`config.mk`:
```
export PLATFORM = sky130hd
export DESIGN_NAME = shift_cmd_seq_flat
export DESIGN_NICKNAME = d
export VERILOG_FILES = /design/src/rtl/shift_cmd_seq_if.sv /design/src/rtl/shift_cmd_seq.sv /design/src/flat_wrapper.sv
export SDC_FILE = /design/constraint.sdc
export NUM_CORES = 1
export LEC_CHECK = 0
export ABC_AREA = 1
export CORE_MARGIN = 8
export CORE_UTILIZATION = 40
export CTS_CLUSTER_DIAMETER = 60
export CTS_CLUSTER_SIZE = 28
export DETAILED_ROUTE_END_ITERATION = 12
export GPL_TIMING_DRIVEN = 0
export PLACE_DENSITY = 0.56
export SLEW_MARGIN = 5
export SYNTH_ARGS = -nofsm -noshare
export SYNTH_HDL_FRONTEND = slang
export SYNTH_SLANG_ARGS = --single-unit
```
`constraint.sdc`:
```
create_clock -name clk -period 2 [get_ports clk]
set_input_delay 0.6 -clock clk [delete_from_list [all_inputs] [get_ports clk]]
set_output_delay 0.6 -clock clk [all_outputs]
set_load 0.05 [all_outputs]
```
`src/rtl/shift_cmd_seq_if.sv`:
```
// Command bus from the controller into shift_cmd_seq: one valid/ready-qualified
// {load, data, dir, count} command per accepted beat; ready is registered.
interface shift_cmd_seq_if #(
  parameter int WIDTH = 4,
  parameter int CNT_W = 4
) ();
  logic             cmd_valid;
  logic             cmd_ready;
  logic             cmd_load;
  logic [WIDTH-1:0] cmd_data;
  logic             cmd_dir;
  logic [CNT_W-1:0] cmd_count;

  modport master (
    output cmd_valid, cmd_load, cmd_data, cmd_dir, cmd_count,
    input  cmd_ready
  );

  modport slave (
    input  cmd_valid, cmd_load, cmd_data, cmd_dir, cmd_count,
    output cmd_ready
  );
endinterface

```
`src/rtl/shift_cmd_seq.sv`:
```
// Queues load/shift commands and plays them onto a shift register's controls;
// first control 2 cycles after acceptance, cmd_ready drops (registered) while the FIFO is full.
module shift_cmd_seq #(
  parameter int WIDTH = 4,
  parameter int CNT_W = 4,
  parameter int DEPTH = 4
) (
  input  logic             clk,
  input  logic             rst,
  shift_cmd_seq_if.slave   cmd,
  output logic             en,
  output logic             left,
  output logic             right,
  output logic [WIDTH-1:0] load,
  output logic             busy,
  output logic             done
);

  localparam int AW = (DEPTH > 1) ? $clog2(DEPTH) : 1;
  localparam logic [AW:0] FULL_OCC = (AW + 1)'(DEPTH);

  localparam logic [1:0] IDLE  = 2'd0;
  localparam logic [1:0] LOAD  = 2'd1;
  localparam logic [1:0] SHIFT = 2'd2;
  localparam logic [1:0] DONE  = 2'd3;

  typedef struct packed {
    logic             ld;
    logic [WIDTH-1:0] data;
    logic             dir;
    logic [CNT_W-1:0] cnt;
  } ent_t;

  ent_t          mem [DEPTH];
  ent_t          ent_in;
  ent_t          head;
  ent_t          wk;
  ent_t          wk_nxt;
  logic [AW-1:0] wr_ptr;
  logic [AW-1:0] rd_ptr;
  logic [AW:0]   occ;
  logic [AW:0]   occ_nxt;
  logic [1:0]    state;
  logic [1:0]    nxt;
  logic          push;
  logic          pop;

  assign ent_in = '{ld: cmd.cmd_load, data: cmd.cmd_data, dir: cmd.cmd_dir, cnt: cmd.cmd_count};
  assign head   = mem[rd_ptr];
  assign push   = cmd.cmd_valid & cmd.cmd_ready;
  assign pop    = (state == IDLE) && (occ != '0);
  assign busy   = (state != IDLE) || (occ != '0);

  always_comb begin
    occ_nxt = occ;
    if (push && !pop)
      occ_nxt = occ + 1'b1;
    else if (pop && !push)
      occ_nxt = occ - 1'b1;
  end

  always_ff @(posedge clk) begin
    if (push)
      mem[wr_ptr] <= ent_in;
  end

  // The working register doubles as the shift down-counter once the command is popped.
  always_comb begin
    nxt    = state;
    wk_nxt = wk;
    case (state)
      IDLE: begin
        if (occ != '0) begin
          wk_nxt = head;
          if (head.ld)
            nxt = LOAD;
          else if (head.cnt != '0)
            nxt = SHIFT;
          else
            nxt = DONE;
        end
      end
      LOAD:    nxt = (wk.cnt != '0) ? SHIFT : DONE;
      SHIFT: begin
        if (wk.cnt == CNT_W'(1))
          nxt = DONE;
        else
          wk_nxt.cnt = wk.cnt - 1'b1;
      end
      DONE:    nxt = IDLE;
      default: nxt = IDLE;
    endcase
  end

  always_ff @(posedge clk) begin
    if (rst) begin
      state         <= IDLE;
      wk            <= '0;
      wr_ptr        <= '0;
      rd_ptr        <= '0;
      occ           <= '0;
      cmd.cmd_ready <= 1'b1;
      en            <= 1'b0;
      left          <= 1'b0;
      right         <= 1'b0;
      load          <= '0;
      done          <= 1'b0;
    end else begin
      state         <= nxt;
      wk            <= wk_nxt;
      occ           <= occ_nxt;
      cmd.cmd_ready <= (occ_nxt != FULL_OCC);
      if (push)
        wr_ptr <= wr_ptr + 1'b1;
      if (pop)
        rd_ptr <= rd_ptr + 1'b1;
      // Controls are decoded from the next state so they line up with it cycle for cycle.
      en    <= (nxt == LOAD);
      left  <= (nxt == SHIFT) &&  wk_nxt.dir;
      right <= (nxt == SHIFT) && !wk_nxt.dir;
      done  <= (nxt == DONE);
      if (nxt == LOAD)
        load <= wk_nxt.data;
    end
  end

endmodule

```
`src/flat_wrapper.sv`:
```
// flat-port wrapper written by rule: the top's interface ports become plain ports
module shift_cmd_seq_flat 
#(
  parameter int WIDTH = 4,
  parameter int CNT_W = 4,
  parameter int DEPTH = 4
)
  (clk, rst, en, left, right, load, busy, done, cmd_cmd_valid, cmd_cmd_load, cmd_cmd_data, cmd_cmd_dir, cmd_cmd_count, cmd_cmd_ready);
  shift_cmd_seq_if #(.WIDTH(WIDTH), .CNT_W(CNT_W)) cmd_i ();
  input  logic clk;
  input  logic rst;
  output logic en;
  output logic left;
  output logic right;
  output logic [WIDTH-1:0] load;
  output logic busy;
  output logic done;
  input wire logic [$bits(cmd_i.cmd_valid)-1:0] cmd_cmd_valid;
  input wire logic [$bits(cmd_i.cmd_load)-1:0] cmd_cmd_load;
  input wire logic [$bits(cmd_i.cmd_data)-1:0] cmd_cmd_data;
  input wire logic [$bits(cmd_i.cmd_dir)-1:0] cmd_cmd_dir;
  input wire logic [$bits(cmd_i.cmd_count)-1:0] cmd_cmd_count;
  output wire logic [$bits(cmd_i.cmd_ready)-1:0] cmd_cmd_ready;
  assign cmd_i.cmd_valid = cmd_cmd_valid;
  assign cmd_i.cmd_load = cmd_cmd_load;
  assign cmd_i.cmd_data = cmd_cmd_data;
  assign cmd_i.cmd_dir = cmd_cmd_dir;
  assign cmd_i.cmd_count = cmd_cmd_count;
  assign cmd_cmd_ready = cmd_i.cmd_ready;
  shift_cmd_seq #(.WIDTH(WIDTH), .CNT_W(CNT_W), .DEPTH(DEPTH)) u_core (.clk(clk), .rst(rst), .cmd(cmd_i), .en(en), .left(left), .right(right), .load(load), .busy(busy), .done(done));
endmodule
```
---- Word level (Yosys, flattened, before mapping) ----
Memory sizes are Yosys's and may differ from the RTL's. A register that Yosys moved wholly into a read port is not among the register bits.
Index checks and enable logic that the tools add are counted.
storage, ports and cells
  register bits after elaboration ......... 27
  RAM bits ................................ 40
  output and inout port bits .............. 10
  word-level logic and storage cells ...... 62
  memories ................................ 1
operators by class
  add/sub/neg operators ................... 5
  eq/ne operators ......................... 10
  mux-type cells .......................... 16
  bitwise logic cells ..................... 1
  reductions and logical operators ........ 16
memories
  name        words  width  read ports  clocked after memory_dff  wr ports  line                 RTL
  u_core.mem  4      10     1           1                         1         shift_cmd_seq.sv:34  ent_t mem [DEPTH];
operators by type and width
  kind                 count
  $mux 2               5
  $mux 9               1
  $eq 2x2->1 const B   4
  $pmux 2 s4           1
  $pmux 4 s2           1
  $reduce_bool 4->1    2
  $mux 3               2
  $logic_and 1x1->1    5
  $mux 5               1
  $add 2x1->2 const B  2
  $eq 2x1->1 const B   2
  $eq 4x1->1 const B   1
  $mux 1               4
  $mux 4               1
  $ne 2x2->1 const B   2
  $reduce_bool 2->1    2
  $sub 4x1->4 const B  1
  $add 3x1->3 const B  1
  $logic_not 1->1      3
  $ne 3x3->1 const B   1
  $reduce_and 3->1     1
  $reduce_bool 3->1    1
  $sub 3x1->3 const B  1
  $logic_not 2->1      1
  2 further kinds      2

---- Longest topological paths before layout ----
Gate-level depths: netlist of the first run.
  depth after elaboration ................. 7
  mapped depth ............................ 13

---- Least setup slack after synthesis of the first run ----
No wires, ideal clock.
  kind .................................... register -> register
  from .................................... register u_core.occ[0]
  to ...................................... register u_core.wk[2] (netlist bit)
  data arrival time ....................... 1.728 ns
  required time ........................... 1.879 ns
  setup slack ............................. 0.151 ns
  stages on the path, launching flop included .. 11
  buffers on the path ..................... 0
  period minus slack after synthesis ...... 1.849 ns
  cell sequence ........................... dfxtp_1 > inv_1 > ha_1 > inv_1 > nor2_2 > nand2_1 > o21ai_0 > nor2_1 > inv_1 > o22ai_1 > a21oi_1
between the ends
  cells in the longest elaborated chain, start to end .. 3
RTL lines
  what                               line                  RTL
  start: declaration                 shift_cmd_seq.sv:41   logic [AW:0] occ;
  start signal: assignment           shift_cmd_seq.sv:111  occ <= occ_nxt;
  $reduce_bool 3->1                  shift_cmd_seq.sv:73   if (occ != '0) begin
  $ne 2x2->1 (no source line)        -
  $reduce_and 3->1 (no source line)  -
  end signal: assignment             shift_cmd_seq.sv:110  wk <= wk_nxt;
  end: declaration                   shift_cmd_seq.sv:37   ent_t wk;
No other way between the ends.
A chain may end at the register's enable or synchronous reset.

---- Worst setup path in the final report of the first run ----
  from .................................... register u_core.occ[0]
  to ...................................... output port busy
between the ends
  cells in the longest elaborated chain, start to end .. 2
RTL lines
  what               line                 RTL
  $reduce_bool 3->1  shift_cmd_seq.sv:52  assign busy = (state != IDLE) || (occ != '0);
  $logic_or 1x1->1   shift_cmd_seq.sv:52
  end: declaration   flat_wrapper.sv:16   output logic busy;
No other way between the ends.

==> flow_summary_export.csv, run 1 <==
group,metric,value,unit
status,run_status,"finished, final reports clean",
critical_path,crit_required,1.40,ns
final_layout,final_nets,353,
synth,synthesis.area,2920,µm²
critical_path,critPathMaxFanout,4,
timing,finalSetupViolCount,0,
critical_path,start_kind,"flip-flop",
route,via_count,1976,
die,dieArea,10300,µm²
route,ant_nets,0,
clock_network,hold_buffers,0,
critical_path,critPathBufInv,3,
timing,tns,0,ns
min_path,hold_class,"flip-flop to flip-flop",
final_layout,layout_common_cells,"51 x nand2_1, 40 x edfxtp_1, 31 x nor2_1, 29 x inv_1, 28 x dfxtp_1",
clock_network,numCtsBuffers,9,
critical_path,end_kind,"output pin",
route,wire_per_inst,12.8,µm
clock_network,clockBufferDepth,2,
timing,worst_pin_slew,0.629,ns
timing,max_freq,525,MHz
global_routing,grt_usage,11.7,%
die,core_area,7180,µm²
final_layout,postLayoutCoreUtil,48.6,%
route,remaining_drc_errors,0,
global_routing,grtUsageMet2,18.9,%
min_path,hold_path_depth,1,
global_routing,top_usage_layer,"met2",
critical_path,arrival,1.31,ns
placement,gp_routability_congestion,0.746,
timing,max-slew-margin-rel,58.0,%
die,rows,31,
final_layout,fillers,696,
synth,ys_seq_elements,69,
final_layout,final_cells,430,
critical_path,max_stage_delay,0.34,ns
synth,synth_nets,317,
synth,yosysWarnings,0,
synth,synthCells,290,
global_routing,grtUsageMet1,13.7,%
global_routing,antenna_found_initial,0,
final_layout,syn_to_final_growth,19.5,%
timing,finalHoldViolations,0,
global_routing,grt_pass1_wl,9.09,mm
pwr,power_density,1520,nW/µm²
timing,rsz0062_at_grt,"no",
global_routing,grt_pass1_vias,1958,
critical_path,rr_worst_depth,11,
pwr,finalPower,5320,µW
final_layout,layout-drive-gt1-share,12.7,%
die,pin_count,23,
clock_network,clk_latency,0.34,ns
pwr,p_leak,0.00145,µW
critical_path,cp_top_family,"flip-flops",
die,die_x,101,µm
pwr,ir_drop,0.426,mV
critical_path,path_cells,"inv_2, ha_4, inv_2, nor2_4, nand2_2, buf_8",
clock_network,clock-root-buffer,"clkbuf_8",
die,die_height,101,µm
placement,placed_cells,411,
final_layout,fin_area,3490,µm²
synth,synth_cell_types,27,
clock_network,clk_pin_slew_worst_paths,0.07,ns
job,maxCapViolations,0,
critical_path,cpMaxStageDelayCell,"dfxtp_2",
global_routing,grt_max_degree,13,
global_routing,grt_remaining_overflow,0,
route,first_iter_violations,75,
critical_path,path_class,"flip-flop to output pin",
final_layout,antennaDiodeCount,0,
route,first_pass_iters,4,
final_layout,final_common_cell,"nand2_1",
synth,syn_avg_cell_area,10.1,µm²
timing,period_needed,1.91,ns
clock_network,clock-sinks,69,
clock_network,cts-htree-levels,3,
route,wl,5.52,mm
clock_network,cts_tree,"built",
critical_path,crit_top_cell,"inv_2",
timing,fin_skew,0.00673,ns
timing,final_max_slew_viol_count,0,
global_routing,gr-usage-met3,2.54,%
placement,hpwlAfterDp,3.80,mm
synth,yosysSeqAreaShare,61.0,%
die,start_util,40.7,%
placement,dpl_cell_area,3260,µm²
placement,numPortBuffers,22,
timing,fin_crit_sh,95.3,%
route,vias_per_cell,4.60,
critical_path,cp_num_cells,6,
==> Yosys cell counts, drive strengths merged <==
master,n,share of area (%)
o22ai,9,2.1
nor2,36,4.7
nor3,1,0.17
nand2,55,7.4
mux2i,4,1.4
nand3,18,3.5
inv,35,4.5
dfxtp,29,20
ha,14,6.0
buf,4,0.99
or2,1,0.21
xor2,3,0.90
o21ai,22,3.8
nand4,4,0.86
clkinv,1,0.13
edfxtp,40,41
a21oi,12,2.1
clkbuf,2,0.26
==> timing repair <==
action	CTS	global route
buffers inserted	0	3
gates resized for setup	18	12
pin swaps	0	1
setup endpoints to repair	50	42
==> metrics by stage <==
stage	hold slack [ns]	worst slack [ns]
after floorplan	0.444	0.151
after global placement	0.456	-0.488
after detailed placement	0.469	-0.484
after CTS	0.482	-0.117
after global routing	0.512	0.0177
final	0.479	0.0949
==> flip-flops by register name, summed over array words and instances (netlist names), named ones only <==
register / cells
u_core.rd_ptr: 2
u_core.occ: 3
u_core.done: 1
u_core.load: 4
u_core.wk: 9
u_core.cmd.cmd_ready: 1
u_core.en: 1
u_core.right: 1
u_core.wr_ptr: 2
u_core.left: 1
u_core.state: 2
u_core.mem: 40
==> per-layer routing <==
layer,wire length [µm],vias to the layer above
li1,-,1039
met5,0,-
met3,180,12
met2,2570,28
met1,2630,897
met4,136,0
==> power by group <==
| part | internal (µW) | switching [µW] |
|---|---|---|
| Clock | 479 | 515 |
| Combinational | 830 | 1570 |
| Sequential | 1800 | 133 |
==> cells by family after synthesis <==
logic type      synth area share, %
xor+xnor                      0.900
flops                          61.0
buf+inv                        5.87
simple gates                   16.9
mux                            1.37
fa+ha+maj                      6.00
compound gates                 7.97
==> path summary, 6_finish.rpt <==
check                                 startpoint               end  slack (ns)
worst max-delay path               u_core.occ[0]              busy        0.09
worst min-delay path            u_core.rd_ptr[0]  u_core.rd_ptr[0]        0.48
worst max register to register     u_core.occ[0]      u_core.right        0.27
worst min register to register  u_core.rd_ptr[0]  u_core.rd_ptr[0]        0.48
==> final cells by class <==
class	count	area [µm²]	share of cell area, %
Sequential cell	69	1780	51.1
Multi-Input combinational cell	179	1000	28.6
Timing Repair Buffer	25	236	6.77
Clock buffer	10	138	3.94
Inverter	36	135	3.87
Tap cell	99	124	3.55
Clock inverter	6	38.8	1.11
Buffer	6	36.3	1.04
==> worst reg2reg max path, stage by stage, from the launching register on <==
cell	delay (ns)
dfxtp_2	0.34
inv_2	0.08
ha_4	0.13
inv_2	0.04
nor2_4	0.15
inv_1	0.08
nand2_2	0.19
inv_1	0.13
or2_0	0.22
o21ai_1	0.18
inv_2	0.05
nor2_1	0.10
Power figures use the tool's default switching activity.
==> run 2: changes to the inputs <==
--- a/config.mk
+++ b/config.mk
@@ -9,7 +9,6 @@
 export CORE_MARGIN = 8
 export CORE_UTILIZATION = 40
 export CTS_CLUSTER_DIAMETER = 60
-export CTS_CLUSTER_SIZE = 28
 export DETAILED_ROUTE_END_ITERATION = 12
 export GPL_TIMING_DRIVEN = 0
 export PLACE_DENSITY = 0.56
==> results of run 2 <==
No change in the layout: final DEF, timing and power equal those of run 1.
